### src/rtl/rx_control_module.sv
// UART receive frame controller: samples start, data, optional parity and stop
// bits on mid-bit strobes and delivers a byte with a done pulse and error flags.
module rx_control_module #(
    parameter bit PARITY_EN  = 1'b0,
    parameter bit PARITY_ODD = 1'b0
) (
    input  logic       CLK,
    input  logic       RSTn,
    input  logic       RX_En_Sig,
    input  logic       H_L_Sig,
    input  logic       RX_Pin_In,
    input  logic       BPS_CLK,
    output logic       Count_Sig,
    output logic [7:0] RX_Data,
    output logic       RX_Done_Sig,
    output logic [1:0] RX_Err_Sig
);

    localparam int unsigned DATA_W = 8;
    localparam int unsigned CNT_W  = 3;

    typedef enum logic [2:0] {
        ST_IDLE,
        ST_START,
        ST_DATA,
        ST_PARITY,
        ST_STOP,
        ST_DONE
    } state_t;

    state_t              state_q,   state_d;
    logic                count_q,   count_d;
    logic [DATA_W-1:0]   shift_q,   shift_d;
    logic [CNT_W-1:0]    bit_cnt_q, bit_cnt_d;
    logic                perr_q,    perr_d;
    logic [DATA_W-1:0]   data_q,    data_d;
    logic                done_q,    done_d;
    logic [1:0]          err_q,     err_d;

    // State and output registers
    always_ff @(posedge CLK or negedge RSTn) begin
        if (!RSTn) begin
            state_q   <= ST_IDLE;
            count_q   <= 1'b0;
            shift_q   <= '0;
            bit_cnt_q <= '0;
            perr_q    <= 1'b0;
            data_q    <= '0;
            done_q    <= 1'b0;
            err_q     <= 2'b00;
        end else begin
            state_q   <= state_d;
            count_q   <= count_d;
            shift_q   <= shift_d;
            bit_cnt_q <= bit_cnt_d;
            perr_q    <= perr_d;
            data_q    <= data_d;
            done_q    <= done_d;
            err_q     <= err_d;
        end
    end

    // Next-state and next-output logic; done and error flags are single-cycle
    always_comb begin
        state_d   = state_q;
        count_d   = count_q;
        shift_d   = shift_q;
        bit_cnt_d = bit_cnt_q;
        perr_d    = perr_q;
        data_d    = data_q;
        done_d    = 1'b0;
        err_d     = 2'b00;

        if (!RX_En_Sig) begin
            // Disabling the receiver abandons any frame in flight
            state_d = ST_IDLE;
            count_d = 1'b0;
        end else begin
            unique case (state_q)
                ST_IDLE: begin
                    if (H_L_Sig) begin
                        state_d   = ST_START;
                        count_d   = 1'b1;
                        perr_d    = 1'b0;
                        bit_cnt_d = '0;
                    end
                end
                ST_START: begin
                    if (BPS_CLK) begin
                        if (!RX_Pin_In) begin
                            state_d   = ST_DATA;
                            bit_cnt_d = '0;
                        end else begin
                            // Line back high at mid-start: treat as a glitch
                            state_d = ST_IDLE;
                            count_d = 1'b0;
                        end
                    end
                end
                ST_DATA: begin
                    if (BPS_CLK) begin
                        shift_d[bit_cnt_q] = RX_Pin_In;
                        bit_cnt_d          = bit_cnt_q + CNT_W'(1);
                        if (bit_cnt_q == CNT_W'(DATA_W - 1)) begin
                            state_d = PARITY_EN ? ST_PARITY : ST_STOP;
                        end
                    end
                end
                ST_PARITY: begin
                    if (BPS_CLK) begin
                        perr_d  = RX_Pin_In != ((^shift_q) ^ PARITY_ODD);
                        state_d = ST_STOP;
                    end
                end
                ST_STOP: begin
                    if (BPS_CLK) begin
                        state_d = ST_DONE;
                        count_d = 1'b0;
                        data_d  = shift_q;
                        done_d  = 1'b1;
                        err_d   = {perr_q & PARITY_EN, ~RX_Pin_In};
                    end
                end
                ST_DONE: begin
                    state_d = ST_IDLE;
                end
                default: begin
                    state_d = ST_IDLE;
                    count_d = 1'b0;
                end
            endcase
        end
    end

    assign Count_Sig   = count_q;
    assign RX_Data     = data_q;
    assign RX_Done_Sig = done_q;
    assign RX_Err_Sig  = err_q;

endmodule

### config.mk
export PLATFORM = sky130hd
export DESIGN_NAME = rx_control_module
export DESIGN_NICKNAME = d
export VERILOG_FILES = /design/src/rtl/rx_control_module.sv
export SDC_FILE = /design/constraint.sdc
export NUM_CORES = 1
export LEC_CHECK = 0
export ABC_AREA = 1
export BUFFER_PORTS_ARGS = -buffer_cell sky130_fd_sc_hd__buf_4
export CAP_MARGIN = 20
export CORE_UTILIZATION = 55
export CTS_CLUSTER_SIZE = 28
export DETAILED_ROUTE_END_ITERATION = 10
export PLACE_DENSITY = 0.75
export SLEW_MARGIN = 20
export SYNTH_ARGS = -nofsm -noshare
export SYNTH_HDL_FRONTEND = slang
export SYNTH_SLANG_ARGS = --single-unit
### constraint.sdc
create_clock -name CLK -period 1.7 [get_ports CLK]
set_input_delay 0.255 -clock CLK [delete_from_list [all_inputs] [get_ports CLK]]
set_output_delay 0.255 -clock CLK [all_outputs]
set_load 0.02 [all_outputs]
==> results.txt, run 1 <==
The flow ran to the end, and the final reports show no timing, DRC or antenna violations. The CTS clock-pin slew for the worst setup and hold paths is 0.14 ns. Global routing finished with a remaining overflow of 0. The placement row count came out at 17. The portion of netlist area occupied by mux cells is 0. The routability-driven placement congestion ratio is 0.9123.

The top flip-flop cell by instance count after synthesis is sky130_fd_sc_hd__dfrtp_1. The first global-routing pass estimated 4.505 mm of wire. The synthesized design contains 0 enable-type register cells. The DRC violation total after the first TritonRoute iteration is 25. By count the netlist is led by 64 x sky130_fd_sc_hd__nand2_1, 25 x sky130_fd_sc_hd__dfrtp_1, 15 x sky130_fd_sc_hd__inv_1, 15 x sky130_fd_sc_hd__nand3_1, 11 x sky130_fd_sc_hd__nor2_1. The total power after layout came out at 1.510 mW. The leakage power of the design is 0.8160 nW. The clock insertion delay at the later pin of the skew report is 0.32 ns.

The number of distinct library cells after synthesis came out at 23. Of the cells placed in the final design, the portion with a size suffix greater than 1 is 0.1989. The die boundary height is 50.74 um. The area growth from synthesis to layout came out at 13.12%. The global routing usage on met1 came out at 0.3314.

The synthesized-area fraction occupied by ao, oa, aoi and oai cells came to 0.04981. The via count of the routed design is 1077. The number of cells in the finished layout apart from fillers came out at 214. The worst hold path belongs to the class input port to flop. The quantity of I/O buffers inserted on ports is 16. The fraction of registers with async set or reset after synthesis came out at 1.000. The worst setup path is launched from a flop.

The via density per instance is 5.033. Setup violations remaining at the end of the flow were counted as 0. For this run, global-route usage on met2 was measured as 0.3667. In this run the most used layer during global routing was met2. The most instantiated library cell after synthesis is sky130_fd_sc_hd__nand2_1. For the final database, setup skew stands at 0.008332 ns. The number of buffers on the longest clock path is 2.

The average instance in the mapped netlist occupies 7.775 um2. The hold violation count in the final report is 0. The max-cap check violation count came out at 0. The number of buffers created by CTS came out at 3. The detail route stage leaves a number of antenna-violating nets equal to 0. The number of antenna repair diodes is 0. Among all stages on the critical path, the largest delay is contributed by sky130_fd_sc_hd__dfrtp_1. The achievable clock frequency came out at 682.9 MHz.

The register-to-register setup slack is 0.24 ns. The time the worst path needs with I/O delays and setup came out at 1.464 ns. The worst-case vdd ir drop is 0.5924 mV. The total core area came out at 2233 um2. The maximum number of pins on one net before global-route repair came out at 26. Together, buffers and inverters on the worst path number 0. The gate count after technology mapping came out at 168.

The data required time at the worst endpoint is 1.92 ns. The cell area power density is 1022 nW/um2. The die is 50.74 um wide.

By area, the combinational part of the netlist is dominated by simple AND/OR/NAND/NOR gates. The per-cell routed wire length came out at 11.82 um. The critical path data arrival time is 1.68 ns. On the critical path the largest part of the delay comes from simple AND/OR/NAND/NOR gates. The number of global-route vias before repair is 1056. The DRC violations left is 0.

For this run, global-route usage on met3 was measured as 0.04242. Setup repair after global routing left no endpoint under its margin. Traced cell by cell, the critical path runs through ha_1 > ha_1 > nand2_1 > nand2_1 > nor2_2 > nor2_2 > nand3b_1 > nand2_1. The full die area came out at 2574 um2. For this run, the number of Yosys warnings is 0. The cell area after technology mapping came out at 1306 um2.

The worst hold slack is 0.1077 ns. The number of iterations in the first detailed-routing pass is 4. The global-route usage over all layers came out at 0.2368. The total count of max-transition violations in the final report is 0. The half-perimeter wire length after placement came out at 1.919 mm. The fraction of the mapped netlist area in adder cells is 0.01916. The total I/O pin count came out at 18.

The basic-gate share of the synthesized area counting and, or, nand and nor cells came out at 0.3736. The count of placed standard cells including taps came out at 209. The worst stage delay on the critical path is 0.47 ns. The synthesized net count came out at 176.

Sorting the synthesized cells by area gives the leading types as sky130_fd_sc_hd__dfrtp_1 48%, sky130_fd_sc_hd__nand2_1 18%, sky130_fd_sc_hd__nand3_1 5.7%, sky130_fd_sc_hd__inv_1 4.3%, sky130_fd_sc_hd__nor2_2 3.4%. The critical path class is flop to flop. The final layout contains routed wiring with a total length of 2.529 mm. The total clock sinks is 25. The sum of negative setup slack is 0 ns. TritonCTS built the clock tree. The cell type with the highest aggregate area in the netlist is sky130_fd_sc_hd__dfrtp_1. The share of the yosys chip area belonging to registers came out at 0.4789. The number of levels in the clock H-tree came out at 1.

Dividing the final minimum period by the clock period gives 0.8614. The layout net count is 195. The initial antenna violation count came out at 0. The post-synthesis share of cell area spent on xor and xnor gates came out at 0. Among the stages of the critical path, the cell type that occurs most often is sky130_fd_sc_hd__nand2_1.

The starting density of the core is 0.5849. Once the clock tree was built, the resizer swapped 0 gates to a different size. Of all nets on the critical path, the largest fanout is 6. The endpoint class of the critical path is a flop. The number of storage elements in the synthesis netlist is 25. The buffer type at the clock tree root is sky130_fd_sc_hd__clkbuf_4. The portion of synthesized cell area occupied by the leading cell type came out at 0.4789.
==> worst register-to-register path, stage by stage, from the launching register on <==
cell and delay [ns]:
sky130_fd_sc_hd__dfrtp_1 0.47, sky130_fd_sc_hd__ha_1 0.23, sky130_fd_sc_hd__ha_1 0.18, sky130_fd_sc_hd__nand2_1 0.06
sky130_fd_sc_hd__nand2_1 0.06, sky130_fd_sc_hd__nor2_2 0.15, sky130_fd_sc_hd__nor2_2 0.08, sky130_fd_sc_hd__nand3b_1 0.08
sky130_fd_sc_hd__nand2_1 0.05
==> layout make-up <==
type / count / area [um2]
fillers: 200 / 755.7
well taps: 28 / 35.03
repair buffers: 17 / 130.1
inverters: 19 / 75.07
flip-flops and latches: 25 / 625.6
clock inverters: 1 / 7.507
multi-input cells: 121 / 581.8
clock buffers: 3 / 22.52
==> worst paths after layout <==
kind / from / cells after the start / end
worst min register to register: RX_Data[2] / 2 / RX_Data[2]
worst min-delay path: RX_Pin_In / 2 / RX_Err_Sig[0]
max in group asynchronous: RSTn / 2 / state_q[0]
worst max-delay path: bit_cnt_q[0] / 8 / state_q[1]
worst max register to register: bit_cnt_q[0] / 8 / state_q[1]
min in group asynchronous: RSTn / 2 / RX_Data[6]
==> cells by family after synthesis <==
kind of cell / Yosys count
AO/OA/AOI/OAI: 12
adder cells (fa/ha/maj): 2
buffers and inverters: 22
flip-flops: 25
other: 1
AND/OR/NAND/NOR: 106
==> timing repair <==
item,4_1_cts,5_1_grt
endpoints found under the hold margin,25,0
hold buffers,1,0
setup buffers,0,0
==> sequential cells by signal, summed over array words and instances (netlist names) <==
name / cells
RX_Done_Sig: 1
shift_q: 8
RX_Err_Sig: 1
Count_Sig: 1
RX_Data: 8
state_q: 3
bit_cnt_q: 3
==> stage by stage <==
stage / util / setup slack [ns] / area (um2)
floorplan: - / 0.3929 / 1306
global placement: 0.6437 / 0.2766 / 1438
detailed placement: 0.6437 / 0.2646 / 1438
CTS: 0.6616 / 0.2338 / 1478
global route: 0.6616 / 0.08989 / 1478
finish: 0.6616 / 0.2356 / 1478
==> layer usage <==
metal | part of all wire | vias up
li1 | - | 565
met1 | 0.49 | 482
met2 | 0.46 | 28
met3 | 0.046 | 2
met4 | 0.0063 | 0
met5 | 0 | -
==> where the power goes <==
group / internal [mW] / total [mW] / switching, mW
clock: 0.0898 / 0.270 / 0.180
combinational: 0.174 / 0.482 / 0.308
sequential: 0.664 / 0.758 / 0.0942
==> placed cells by master, fill, tap and decap left out, drive strengths merged <==
cell and instances:
clkinvlp 1, nand4 1, clkbuf 3, clkinv 1, conb 1, dlygate4sd3 1, a21oi 2, ha 2
nand3 15, nor2 21, dfrtp 25, nand3b 3, o21ai 8, nand2 66, o21bai 1, buf 16
inv 18, o21a 1
(Power assumes the default switching activity.)
==> inputs of run 2 (changes only) <==
--- a/config.mk
+++ b/config.mk
@@ -9,6 +9,7 @@
 export BUFFER_PORTS_ARGS = -buffer_cell sky130_fd_sc_hd__buf_4
 export CAP_MARGIN = 20
 export CORE_UTILIZATION = 55
+export CTS_BUF_LIST = sky130_fd_sc_hd__clkbuf_16
 export CTS_CLUSTER_SIZE = 28
 export DETAILED_ROUTE_END_ITERATION = 10
 export PLACE_DENSITY = 0.75
==> run 2 against run 1 <==
  * Die area stayed put
  * Critical path depth stayed put
  * Largest power group unchanged
  * Total power is 18% higher
==> results.txt, run 2 (same netlist as run 1, synthesis figures left out) <==
From synthesis to final layout, the design area changed by 17.15%. The total power after layout is 1.775 mW (+18%). The number of levels in the clock H-tree is 1 (unchanged).

Broken down by cell family, the worst path's largest delay share belongs to simple AND/OR/NAND/NOR gates. The clock insertion delay at the later pin of the skew report came out at 0.26 ns (-0.06 ns). The number of buffers created by CTS came out at 3 (unchanged). The share of post-route cells with drive strength above 1 came to 0.1989 (unchanged). The total clock sinks was 25 (unchanged). The worst stage delay on the critical path is 0.45 ns (-0.02 ns). The count of placed standard cells including taps came out at 209 (unchanged). The post-detailed-route count of antenna-violating nets came out at 0 (unchanged).

The leakage power of the design is 0.8392 nW (+2.8%). The setup slack after layout was 0.2522 ns (+0.01661 ns). The number of iterations in the first detailed-routing pass is 4 (unchanged). The worst-path maximum fanout is 6 (unchanged). The half-perimeter wire length after placement came out at 1.919 mm (unchanged). The data required time at the worst endpoint is 1.85 ns (-0.07 ns).

The total core area came to 2233 um2 (unchanged). The number of hold buffers added after cts came out at 1 (unchanged). The number of cells in the finished layout apart from fillers is 214 (unchanged). The CTS clock-pin slew for the worst setup and hold paths is 0.07 ns (-0.07 ns).

The filler cell count came to 186 (-7.0%). The final worst-path cycle share came out at 0.8516 (-0.009772). The via count of the routed design came out at 1075 (-0.19%). The total setup violations reported at the end of the flow came out at 0 (unchanged). The endpoint class of the critical path is a flop. The run finished with clean final reports. The placement row count is 17 (unchanged). The die boundary height came out at 50.74 um (unchanged). The time the worst path needs with I/O delays and setup came out at 1.448 ns (-0.01661 ns).

The layout net count is 195 (unchanged). The width of the die came out at 50.74 um (unchanged). Leaving out fill and tap cells, the most frequent cell in the layout is sky130_fd_sc_hd__nand2_1. The critical path goes through ha_1 > ha_1 > nand2_1 > nand2_1 > nor2_2 > nor2_2 > nand3b_1 > nand2_1. The slowest stage cell on the critical path is sky130_fd_sc_hd__dfrtp_1. The worst-case vdd ir drop is 0.7931 mV (+34%). The total wire length after detailed routing came to 2.636 mm (+4.2%). The worst hold path begins at RX_Pin_In. The first-pass GRT wire length was 4.616 mm (+2.5%). The startpoint of the most critical setup path is bit_cnt_q[0].

The buffer type at the clock tree root is sky130_fd_sc_hd__clkbuf_16. The critical path data arrival time is 1.59 ns (-0.09 ns). The number of setup buffers added after CTS came out at 0 (unchanged). The max-cap check violation count came out at 0 (unchanged). The quantity of I/O buffers inserted on ports is 16 (unchanged). In this run the critical register-to-register path is launched from bit_cnt_q[0]. The sum of negative setup slack came out at 0 ns (unchanged). The global-route usage over all layers came out at 0.2474 (+0.01061).

The hold violation count in the final report is 0 (unchanged). The maximum number of pins on one net before global-route repair is 26 (unchanged). The cell area power density came out at 1160 nW/um2 (+14%). The achievable clock frequency is 690.7 MHz (+1.1%).

The initial antenna violation count is 0 (unchanged). The CTS tree is yes. The global routing usage on met2 is 0.3844 (+0.01778). The critical path's most frequent cell is sky130_fd_sc_hd__nand2_1. The DRC violations left came out at 0 (unchanged).

STA classifies the critical path startpoint as a flop. The worst slack at placement came out at 0.2646 ns (unchanged). The met3 layer usage reported by global route is 0.05152 (+0.009091). The number of buffers on the longest clock path is 2 (unchanged). The critical path in this run is classified as flop to flop. The worst-case clock skew came out at 0.006026 ns (-0.002306 ns).

The number of antenna repair diodes is 0 (unchanged). The full die area is 2574 um2 (unchanged). In the layout the commonest cells are 64 x sky130_fd_sc_hd__nand2_1, 25 x sky130_fd_sc_hd__dfrtp_1, 16 x sky130_fd_sc_hd__buf_4, 15 x sky130_fd_sc_hd__inv_1, 15 x sky130_fd_sc_hd__nand3_1.

The count of buffer and inverter cells on the critical path is 0 (unchanged). The total I/O pin count is 18 (unchanged). The most congested layer reported by global routing is met2. The per-cell routed wire length came to 12.32 um (+4.2%). The total count of max-transition violations in the final report is 0 (unchanged). The global routing usage on met1 came out at 0.3327 (+0.001289). The routability-driven placement congestion ratio is 0.9123 (unchanged). In this run the worst hold path is classified as input port to flop. The number of gates resized after CTS is 0 (unchanged).

The total overflow reported by the global router is 0 (unchanged). Setup repair after global routing left no endpoint under its margin. The DRC violation total after the first TritonRoute iteration is 20 (-20%). The via density per instance was 5.023 (-0.19%). The starting density of the core is 0.5849 (unchanged).

The number of global-route vias before repair came out at 1076 (+1.9%).
run 2: report_power, final:
part / internal (mW) / switching [mW] / leakage [nW]
clock network: 0.319 / 0.207 / 0.0371
registers: 0.665 / 0.0956 / 0.345
logic: 0.174 / 0.315 / 0.457
run 2: final timing paths:
kind	endpoint	slack, ns	cells past startpoint
min in group asynchronous	RX_Data[6]	0.43	2
max reg2reg	state_q[0]	0.25	8
min	RX_Err_Sig[0]	0.18	2
max	state_q[0]	0.25	8
max in group asynchronous	state_q[0]	1.02	2
min reg2reg	RX_Data[2]	0.48	2
run 2: per-layer routing:
| layer | vias to the layer above | part of all wire |
|---|---|---|
| met4 | 0 | 0.012 |
| met1 | 479 | 0.48 |
| met3 | 4 | 0.045 |
| met5 | - | 0 |
| met2 | 29 | 0.46 |
| li1 | 563 | - |
run 2: stage by stage:
step / hold slack, ns / util / cell area (um2)
floorplan: -0.04059 / - / 1306
global placement: 0.1734 / 0.6437 / 1438
detailed placement: 0.1750 / 0.6437 / 1438
CTS: 0.1777 / 0.6852 / 1530
global route: 0.1879 / 0.6852 / 1530
finish: 0.1791 / 0.6852 / 1530
run 2: cell type report:
class | instances | area, um2 | area share
Multi-Input combinational cell | 121 | 581.8 | 0.3802
Clock inverter | 1 | 7.507 | 0.004906
Timing Repair Buffer | 17 | 130.1 | 0.08504
Tap cell | 28 | 35.03 | 0.02289
Sequential cell | 25 | 625.6 | 0.4088
Clock buffer | 3 | 75.07 | 0.04906
Inverter | 19 | 75.07 | 0.04906
==> inputs of run 3 (changes only) <==
--- a/config.mk
+++ b/config.mk
@@ -8,11 +8,11 @@
 export ABC_AREA = 1
 export BUFFER_PORTS_ARGS = -buffer_cell sky130_fd_sc_hd__buf_4
 export CAP_MARGIN = 20
-export CORE_UTILIZATION = 55
+export CORE_UTILIZATION = 40
 export CTS_BUF_LIST = sky130_fd_sc_hd__clkbuf_16
 export CTS_CLUSTER_SIZE = 28
 export DETAILED_ROUTE_END_ITERATION = 10
-export PLACE_DENSITY = 0.75
+export PLACE_DENSITY = 0.57
 export SLEW_MARGIN = 20
 export SYNTH_ARGS = -nofsm -noshare
 export SYNTH_HDL_FRONTEND = slang
==> run 3 against run 2 <==
  * Worst hold slack worse by 0.00075 ns
  * Sequential cell count stayed put
  * Global-route usage decreased by 8.1 points
  * Highest routed layer unchanged
==> results.txt, run 3 (same netlist as run 1, synthesis figures left out) <==
The worst hold path cell count came out at 2 (unchanged). The per-cell routed wire length came to 10.86 um (-12%). The quantity of I/O buffers inserted on ports was 16 (unchanged). The filler cell count came out at 308 (+66%). The number of buffers on the longest clock path came out at 2 (unchanged). The number of antenna repair diodes is 0 (unchanged).

The flow ran to the end, and the final reports show no timing, DRC or antenna violations. The layout net count is 195 (unchanged). The worst flop-to-flop path startpoint is bit_cnt_q[0]. The half-perimeter wire length after placement was 1.801 mm (-6.2%). The worst-case vdd ir drop is 0.4221 mV (-47%). The total clock sinks came out at 25 (unchanged). The number of levels in the clock H-tree is 1 (unchanged). The worst-path maximum fanout is 6 (unchanged).

The top cell types in the final layout, fill and taps aside, are 64 x sky130_fd_sc_hd__nand2_1, 25 x sky130_fd_sc_hd__dfrtp_1, 16 x sky130_fd_sc_hd__buf_4, 15 x sky130_fd_sc_hd__inv_1, 15 x sky130_fd_sc_hd__nand3_1. The time the worst path needs with I/O delays and setup is 1.389 ns (-0.05896 ns). The total I/O pin count was 18 (unchanged). In this run the most used layer during global routing was met2. The hold violation count in the final report is 0 (unchanged). The area growth from synthesis to layout is 18.68%. The maximum number of pins on one net before global-route repair came out at 26 (unchanged). The total wire length after detailed routing came out at 2.498 mm (-5.2%). The clock insertion delay at the later pin of the skew report is 0.25 ns (about the same). STA classifies the critical path endpoint as a flop. The first-pass GRT wire length came to 4.409 mm (-4.5%). The most common cell after layout, fill and taps aside is sky130_fd_sc_hd__nand2_1. The number of global-route vias before repair came out at 993 (-7.7%). The width of the die is 59.15 um (+17%). The global-route usage over all layers came to 0.1667 (-0.08068).

The count of placed standard cells including taps is 225 (+7.7%). The achievable clock frequency came out at 720.0 MHz (+4.2%). The total core area came out at 3078 um2 (+38%). The via density per instance is 4.778 (-4.9%). The sum of negative setup slack came to 0 ns (unchanged). The buffer type at the clock tree root is sky130_fd_sc_hd__clkbuf_16. The total count of max-transition violations in the final report is 0 (unchanged). The data required time at the worst endpoint is 1.85 ns (about the same). The met3 layer usage reported by global route is 0.03493 (-0.01658). The leakage power of the design came out at 0.8392 nW (unchanged). The share of post-route cells with drive strength above 1 was 0.1989 (unchanged). The placement row count came out at 20 (+3). The worst hold path terminates at RX_Err_Sig[0]. The total cell area at the placement stage is 1458 um2 (+1.4%). The register-to-register setup slack came out at 0.31 ns (+0.06 ns). The starting density of the core is 0.4244 (-0.1605). The final worst-path cycle share is 0.8170 (-0.03468). The CTS clock-pin slew for the worst setup and hold paths came out at 0.06 ns (about the same). The routability-driven placement congestion ratio is 0.8479 (-7.1%). The number of iterations in the first detailed-routing pass was 4 (unchanged). The startpoint identified for the worst hold timing path is RX_Pin_In.

The global routing usage on met2 came out at 0.2549 (-0.1296). The DRC violations left came out at 0 (unchanged). The max-cap check violation count came to 0 (unchanged). Setup repair after global routing left no endpoint under its margin. The number of buffers created by CTS is 3 (unchanged). The critical path data arrival time came out at 1.54 ns (-0.05 ns). The final design area excluding fillers is 1550 um2 (+1.3%). The worst-case clock skew is 0.001574 ns (-0.004452 ns). The global routing usage on met1 is 0.2285 (-0.1042).

The initial antenna violation count came out at 0 (unchanged). The via count of the routed design came out at 1099 (+2.2%). In this run the critical register-to-register path is captured at state_q[0]. The number of setup buffers added after CTS is 0 (unchanged). The cell area power density came out at 1143 nW/um2 (-1.4%).

The worst hold path class is input port to flop. The total setup violations reported at the end of the flow is 0 (unchanged). The number of cells in the finished layout apart from fillers was 230 (+7.5%). The critical path is of the flop to flop type. STA classifies the critical path startpoint as a flop.

The die boundary height came out at 59.15 um (+17%). The DRC violation total after the first TritonRoute iteration came to 37 (+85%). The post-detailed-route count of antenna-violating nets is 0 (unchanged).

The full die area is 3498 um2 (+36%). TritonCTS built the clock tree. The cell depth of the worst flop-to-flop path was 8 (unchanged).

The total overflow reported by the global router is 0 (unchanged).
[run 3: per-layer routing]
layer	vias up	share of wire
met5	-	0
li1	558	-
met3	5	0.049
met4	0	0.014
met2	32	0.44
met1	504	0.50
[run 3: stage by stage]
| step | setup WS [ns] | hold slack, ns | util | total power, mW |
|---|---|---|---|---|
| 2_1_floorplan | 0.3929 | -0.04059 | - | 1.141 |
| 3_3_place_gp | 0.3251 | 0.1731 | 0.4736 | 1.242 |
| 3_5_place_dp | 0.3174 | 0.1787 | 0.4736 | 1.253 |
| 4_1_cts | 0.3097 | 0.1737 | 0.5037 | 1.785 |
| 5_1_grt | 0.1617 | 0.1712 | 0.5037 | 1.893 |
| 6_report | 0.3112 | 0.1784 | 0.5037 | 1.773 |
[run 3: repair_timing]
action	4_1_cts	5_1_grt
resized for setup	0	0
hold buffers	1	0
hold endpoints to repair	25	0
[run 3: how the worst max path moves through the flow]
stage / startpoint / end / slack (ns) / depth (start not counted)
final: bit_cnt_q[0] / state_q[0] / 0.31 / 8
after global routing: state_q[0] / bit_cnt_q[0] / 0.16 / 7
after CTS: bit_cnt_q[0] / state_q[0] / 0.31 / 8
after detailed placement: bit_cnt_q[0] / state_q[2] / 0.32 / 8
after global placement: bit_cnt_q[0] / state_q[2] / 0.33 / 8
after floorplan: bit_cnt_q[0] / state_q[0] / 0.39 / 8
[run 3: final cells by class]
| cell class | instances | area [um2] | area share |
|---|---|---|---|
| sequential | 25 | 625.6 | 0.4036 |
| multi-input combinational | 121 | 581.8 | 0.3753 |
| timing repair buffer | 17 | 130.1 | 0.08394 |
| clock buffer | 3 | 75.07 | 0.04843 |
| inverter | 19 | 75.07 | 0.04843 |
| tap | 44 | 55.05 | 0.03551 |
| clock inverter | 1 | 7.507 | 0.004843 |
[run 3: critical path: stages, from the launching register on]
cell                       delay [ns]
sky130_fd_sc_hd__dfrtp_1         0.44
sky130_fd_sc_hd__ha_1            0.22
sky130_fd_sc_hd__ha_1            0.17
sky130_fd_sc_hd__nand2_1         0.06
sky130_fd_sc_hd__nand2_1         0.05
sky130_fd_sc_hd__nor2_2          0.13
sky130_fd_sc_hd__nor2_2          0.07
sky130_fd_sc_hd__nand3b_1        0.08
sky130_fd_sc_hd__nand2_1         0.05
[run 3: report_power, final]
group / internal, mW / total (mW) / switching, mW
Combinational: 0.174 / 0.488 / 0.314
Clock: 0.319 / 0.522 / 0.203
Sequential: 0.665 / 0.763 / 0.0977
Total: 1.16 / 1.77 / 0.615
